### config.mk
export PLATFORM = sky130hd
export DESIGN_NAME = pll_lock_supervisor
export DESIGN_NICKNAME = d
export VERILOG_FILES = /design/src/rtl/pll_sup_pkg.sv /design/src/rtl/sync_2ff.sv /design/src/rtl/pll_lock_supervisor.sv
export SDC_FILE = /design/constraint.sdc
export NUM_CORES = 1
export LEC_CHECK = 0
export CAP_MARGIN = 20
export CORE_ASPECT_RATIO = 1.1
export CORE_MARGIN = 2
export CORE_UTILIZATION = 53
export CTS_CLUSTER_SIZE = 40
export DETAILED_ROUTE_END_ITERATION = 10
export PLACE_DENSITY = 0.73
export SLEW_MARGIN = 20
export SYNTH_ARGS = -nofsm -noshare
export SYNTH_HDL_FRONTEND = slang
export SYNTH_SLANG_ARGS = --single-unit
### constraint.sdc
create_clock -name clkin1 -period 2.9 [get_ports clkin1]
set_input_delay 0.435 -clock clkin1 [delete_from_list [all_inputs] [get_ports clkin1]]
set_output_delay 0.435 -clock clkin1 [all_outputs]
set_load 0.02 [all_outputs]
### src/rtl/pll_sup_pkg.sv
// Shared types for the PLL lock supervisor: state encoding, output bundle, counter sizing.
// Latency: n/a (types and constant functions only).
// Backpressure: n/a.
package pll_sup_pkg;

    typedef enum logic [2:0] {
        RST_ASSERT = 3'd0,
        WAIT_LOCK  = 3'd1,
        STABLE     = 3'd2,
        RELEASE    = 3'd3,
        RUN        = 3'd4,
        FAIL       = 3'd5
    } pll_state_e;

    typedef struct packed {
        logic pll_pwd;
        logic pll_rst;
        logic rstodiv;
        logic sys_rst;
        logic ready;
        logic fail;
    } pll_out_t;

    function automatic int max2(input int a, input int b);
        return (a > b) ? a : b;
    endfunction

    // One spare bit above the largest limit so an incremented count can never wrap below it.
    function automatic int cnt_width(input int a, input int b, input int c, input int d, input int e);
        return $clog2(max2(max2(max2(a, b), max2(c, d)), e)) + 1;
    endfunction

    function automatic pll_out_t state_outputs(input pll_state_e s);
        pll_out_t o;
        o = '{pll_pwd: 1'b0, pll_rst: 1'b0, rstodiv: 1'b1, sys_rst: 1'b1, ready: 1'b0, fail: 1'b0};
        case (s)
            RST_ASSERT: o.pll_rst = 1'b1;
            RELEASE:    o.rstodiv = 1'b0;
            RUN: begin
                o.rstodiv = 1'b0;
                o.sys_rst = 1'b0;
                o.ready   = 1'b1;
            end
            FAIL: begin
                o.pll_pwd = 1'b1;
                o.pll_rst = 1'b1;
                o.fail    = 1'b1;
            end
            default: ;
        endcase
        return o;
    endfunction

endpackage

### src/rtl/sync_2ff.sv
// Generic two-flop single-bit synchronizer.
// Latency: 2 cycles from d to q.
// Backpressure: none; samples every cycle.
module sync_2ff #(
    parameter logic RST_VAL = 1'b0
) (
    input  logic clk,
    input  logic rst,
    input  logic d,
    output logic q
);

    logic meta_q, meta_d;
    logic sync_q, sync_d;

    always_comb begin
        meta_d = d;
        sync_d = meta_q;
    end

    always_ff @(posedge clk) begin
        if (rst) begin
            meta_q <= RST_VAL;
            sync_q <= RST_VAL;
        end else begin
            meta_q <= meta_d;
            sync_q <= sync_d;
        end
    end

    assign q = sync_q;

endmodule

### src/rtl/pll_lock_supervisor.sv
// PLL bring-up sequencer: drives pwd/rst/divider reset, qualifies lock, gates sys_rst, retries on timeout.
// Latency: outputs registered from next state; lock seen 2 cycles after the pin via sync_2ff.
// Backpressure: none; free-running, restart honoured on any cycle.
module pll_lock_supervisor
    import pll_sup_pkg::*;
#(
    parameter int RST_CYCLES    = 16,
    parameter int LOCK_TIMEOUT  = 50000,
    parameter int STABLE_CYCLES = 1024,
    parameter int LOSS_FILT     = 4,
    parameter int RELEASE_DLY   = 32,
    parameter int MAX_RETRIES   = 3
) (
    input  logic       clkin1,
    input  logic       rst,
    input  logic       pll_lock,
    input  logic       restart,
    output logic       pll_pwd,
    output logic       pll_rst,
    output logic       rstodiv,
    output logic       sys_rst,
    output logic       ready,
    output logic       fail,
    output logic [3:0] retry_cnt,
    output logic [7:0] loss_cnt,
    output logic [2:0] state
);

    localparam int CW = cnt_width(RST_CYCLES, LOCK_TIMEOUT, STABLE_CYCLES, LOSS_FILT, RELEASE_DLY);

    localparam logic [CW-1:0] RST_LIM    = CW'(RST_CYCLES);
    localparam logic [CW-1:0] TO_LIM     = CW'(LOCK_TIMEOUT);
    localparam logic [CW-1:0] STABLE_LIM = CW'(STABLE_CYCLES);
    localparam logic [CW-1:0] LOSS_LIM   = CW'(LOSS_FILT);
    localparam logic [CW-1:0] REL_LIM    = CW'(RELEASE_DLY);
    localparam logic [3:0]    RETRY_LIM  = 4'(MAX_RETRIES);
    localparam pll_out_t      OUT_RST    = state_outputs(RST_ASSERT);

    logic lock_s;

    pll_state_e     state_q, state_d;
    logic [CW-1:0]  cnt_q, cnt_d, cnt_inc;
    logic [CW-1:0]  to_cnt_q, to_cnt_d, to_inc;
    logic [3:0]     retry_q, retry_d, retry_sat;
    logic [7:0]     loss_q, loss_d;
    pll_out_t       out_q, out_d;
    logic           timeout, lost;

    sync_2ff #(
        .RST_VAL (1'b0)
    ) u_lock_sync (
        .clk (clkin1),
        .rst (rst),
        .d   (pll_lock),
        .q   (lock_s)
    );

    // cnt_q is the per-state counter: reset hold, stable run, release delay, or loss filter.
    always_comb begin
        state_d   = state_q;
        cnt_d     = cnt_q;
        to_cnt_d  = to_cnt_q;
        retry_d   = retry_q;
        loss_d    = loss_q;
        timeout   = 1'b0;
        lost      = 1'b0;
        cnt_inc   = cnt_q + CW'(1);
        to_inc    = to_cnt_q + CW'(1);
        retry_sat = (retry_q == 4'hF) ? retry_q : retry_q + 4'd1;

        if (restart) begin
            state_d = RST_ASSERT;
            cnt_d   = '0;
            retry_d = '0;
        end else begin
            unique case (state_q)
                RST_ASSERT: begin
                    if (cnt_inc >= RST_LIM) begin
                        state_d  = WAIT_LOCK;
                        cnt_d    = '0;
                        to_cnt_d = '0;
                    end else begin
                        cnt_d = cnt_inc;
                    end
                end
                WAIT_LOCK: begin
                    to_cnt_d = to_inc;
                    if (to_inc >= TO_LIM) begin
                        timeout = 1'b1;
                    end else if (lock_s) begin
                        state_d = STABLE;
                        cnt_d   = '0;
                    end
                end
                STABLE: begin
                    to_cnt_d = to_inc;
                    if (to_inc >= TO_LIM) begin
                        timeout = 1'b1;
                    end else if (!lock_s) begin
                        state_d = WAIT_LOCK;
                    end else if (cnt_inc >= STABLE_LIM) begin
                        state_d = RELEASE;
                        cnt_d   = '0;
                    end else begin
                        cnt_d = cnt_inc;
                    end
                end
                RELEASE: begin
                    if (!lock_s) begin
                        lost = 1'b1;
                    end else if (cnt_inc >= REL_LIM) begin
                        state_d = RUN;
                        cnt_d   = '0;
                        retry_d = '0;
                    end else begin
                        cnt_d = cnt_inc;
                    end
                end
                RUN: begin
                    if (lock_s) begin
                        cnt_d = '0;
                    end else if (cnt_inc >= LOSS_LIM) begin
                        lost = 1'b1;
                    end else begin
                        cnt_d = cnt_inc;
                    end
                end
                FAIL: ;
                default: state_d = RST_ASSERT;
            endcase

            if (timeout) begin
                retry_d = retry_sat;
                state_d = (retry_sat >= RETRY_LIM) ? FAIL : RST_ASSERT;
                cnt_d   = '0;
            end

            if (lost) begin
                loss_d  = (loss_q == 8'hFF) ? loss_q : loss_q + 8'd1;
                state_d = RST_ASSERT;
                cnt_d   = '0;
            end
        end

        // Registering the next-state decode keeps outputs glitch-free and aligned with state_q.
        out_d = state_outputs(state_d);
    end

    always_ff @(posedge clkin1) begin
        if (rst) begin
            state_q  <= RST_ASSERT;
            cnt_q    <= '0;
            to_cnt_q <= '0;
            retry_q  <= '0;
            loss_q   <= '0;
            out_q    <= OUT_RST;
        end else begin
            state_q  <= state_d;
            cnt_q    <= cnt_d;
            to_cnt_q <= to_cnt_d;
            retry_q  <= retry_d;
            loss_q   <= loss_d;
            out_q    <= out_d;
        end
    end

    assign pll_pwd   = out_q.pll_pwd;
    assign pll_rst   = out_q.pll_rst;
    assign rstodiv   = out_q.rstodiv;
    assign sys_rst   = out_q.sys_rst;
    assign ready     = out_q.ready;
    assign fail      = out_q.fail;
    assign retry_cnt = retry_q;
    assign loss_cnt  = loss_q;
    assign state     = state_q;

endmodule

==> qor.yml <==
status: "finished clean"
r2r-start: "cnt_q[7]$_SDFFE_PP0P_"
total_power_mw: 1.25
end_kind: "flip-flop"
clock.fmax_ghz: 0.348
overflow: 0
wl_met2_microns: 4540
synthFlopType: "dfxtp_1"
final.period_utilization_pct: 99.1
rsz0062_at_grt: "true"
r2r-end: "pll_rst$_SDFF_PP1_"
routed_wl_microns: 8880
power_leakage_nw: 1.46
cts_max_path_buffers: 2
route.met3.wl_microns: 320
area_growth_pct: 22.5
fin_nets: 492
wl_met1_microns: 3850
grt_first_pass_wirelength_microns: 14300
slew_headroom_pct: 56.7
tritoncts: "yes"
drc_errors: 0
port_buffers: 24
cts_buffers: 5
antenna_found_initial: 0
arrival_ns: 3.09
maxCapViolations: 0
dp.cells: 551
peakVddDrop_mv: 0.194
worstSetupStartpointType: "flip-flop"
rrSetupSlack_ns: 0.03
drt_iter0_drc: 207
clock_skew_ns: 0.00915
final_common_cell: "nor2_1"
criticalPathCategory: "reg2reg"
start_util_pct: 55.2
nFillCells: 528
dr_total_vias: 3505
die-area_sq_um: 7160
worst-endpoint-required_ns: 3.11
hp-start: "u_lock_sync.meta_q$_SDFF_PP0_"
cts-root-buf: "clkbuf_8"
instances_no_fill: 563
synth_seq_area_share_pct: 32.6
crit_chain: "buf_4, and4_4, nand4_1, a2111oi_4, o22ai_4, buf_12, o31ai_4, or3_1, o211a_1, nor4b_1, a211o_1"
synth-edff-count: 0
grt_max_degree: 32
clkSlewWorstSetupHoldPaths_ns: 0.10
synthCells: 439
yosysWarnings: 0
setup_viol: 0
async_flop_share_pct: 0
slowest_delay_ns: 0.42
dp_hpwl_microns: 6310
hp-class: "reg2reg"
synth-seq-cells: 56
synth_cell_types: 71
insertion_delay_ns: 0.32
drive_gt1_share_pct: 19.0
hold_depth: 1
highest_layer: "met4"
hold_end: "u_lock_sync.q$_SDFF_PP0_"
finalCriticalPeriod_ns: 2.87
drtAntennaViolNets: 0
drtPass1Iterations: 5
final_cell_mix: "59 x nor2_1, 51 x dfxtp_1, 42 x buf_4"
syn_area_per_cell_sq_um: 7.84
syn_nets: 449
diodes: 0
fp.dieW_microns: 80.8
viasPerCell: 6.23
worstMarginPinSlew_ns: 0.633
wire_per_inst_microns: 15.8
crit_slowest_cell: "a2111oi_4"
timing_hold_violations_final: 0
place_ws_ns: -0.0594
timing.final.ws_setup_ns: 0.0250
rows: 30
fin_setup_tns_ns: 0
num_io_pins: 25
grt_usage_pct: 24.7
crit_path_max_fanout: 8
syn_area_sq_um: 3440
slew_viol_final: 0
crit_buf_inv: 2
timing.hold.ws_ns: 0.457
p_per_area_nw_per_um2: 295
ctsHtreeMaxLevel: 2
gp_congestion: 0.906
clock_sinks: 56
core-area_sq_um: 6230
critPathTopFamily: "compound AO/OA/AOI/OAI gates"
worst-r2r-cell-count: 11
die_y_microns: 88.5
grt_pass1_vias: 3196
[routing by layer]
layer | track usage, % | up-vias
li1 | - | 1707
met1 | 30.3 | 1675
met2 | 43.8 | 100
met3 | 3.37 | 23
met4 | 9.40 | 0
met5 | 0 | -
[cells in the mapped netlist (all sizes together) (3+ instances only)]
cell,number,area share [%]
nor3,17,2.5
nand4,12,2.4
a21oi,30,4.4
o22ai,4,0.91
or4,4,0.87
o31ai,3,0.65
mux2i,5,1.5
and4,3,0.76
nand2b,4,0.73
nand4b,4,1.0
nand2,28,3.1
buf,17,3.0
a31oi,4,0.73
inv,10,1.1
nor2,59,6.4
nand3b,6,1.3
nor4,6,1.5
ha,6,2.2
xor2,5,1.3
clkbuf,14,1.6
dfxtp,56,33
and3,7,1.4
o21ai,24,3.5
xnor2,8,2.0
and2,14,2.5
a211oi,5,1.2
or3,9,1.6
nand3,20,3.4
a22oi,7,1.5
nor2b,5,0.91
o211ai,3,0.65
a311oi,4,1.0
[final cells by class]
| type | instances | area, sq um | area share [%] |
|---|---|---|---|
| clock buffers | 5 | 68.8 | 1.63 |
| clock inverters | 3 | 21.3 | 0.504 |
| inverters | 11 | 41.3 | 0.979 |
| well taps | 80 | 100 | 2.37 |
| flip-flops and latches | 56 | 1130 | 26.9 |
| repair buffers | 67 | 576 | 13.6 |
| multi-input cells | 341 | 2280 | 54.0 |
[worst max-delay path by stage]
stage | slack, ns | cells after the start | start | to
floorplan | 0.01 | 12 | to_cnt_q[1]$_SDFFE_PP0P_ | pll_rst$_SDFF_PP1_
global placement | 0.04 | 9 | cnt_q[6]$_SDFFE_PP0P_ | to_cnt_q[14]$_SDFFE_PP0P_
detailed placement | -0.06 | 9 | cnt_q[6]$_SDFFE_PP0P_ | pll_rst$_SDFF_PP1_
CTS | 0.001 | 10 | cnt_q[1]$_SDFFE_PP0P_ | pll_rst$_SDFF_PP1_
global route | -0.09 | 11 | cnt_q[7]$_SDFFE_PP0P_ | pll_rst$_SDFF_PP1_
finish | 0.03 | 11 | cnt_q[7]$_SDFFE_PP0P_ | pll_rst$_SDFF_PP1_
[registers in the layout (all words and copies together) (netlist names), 3 cells and up]
register and cells:
cnt_q 17, to_cnt_q 17, loss_cnt 8, retry_cnt 4, state 3
[stage by stage]
step	area, sq um	utilization [%]
global route	4220	67.7
finish	4220	67.7
global placement	3920	62.9
floorplan	3440	-
detailed placement	3920	62.9
CTS	4030	64.6
[power breakdown]
group          switching, mW  internal [mW]
clock                  0.268          0.172
sequential           0.00268          0.770
combinational         0.0197         0.0138
[cells by family after synthesis]
kind of cell               count (synthesis)  synth area share, %
muxes                                      6                 1.78
adders and majority gates                  6                 2.18
xor gates and xnor gates                  13                 3.31
AOI/OAI and AO/OA                        113                 22.8
buffers and inverters                     42                 5.78
DFF                                       56                 32.6
and+or+nand+nor                          203                 31.6
[timing repair]
| action | 4_1_cts | 5_1_grt |
|---|---|---|
| endpoints found under the setup margin | 2 | 35 |
| resized for setup | 4 | 33 |
| hold buffers | 0 | 0 |
| pin swaps | 0 | 10 |
| setup buffers | 0 | 4 |
No activity file was read; power rests on OpenSTA's default activity.
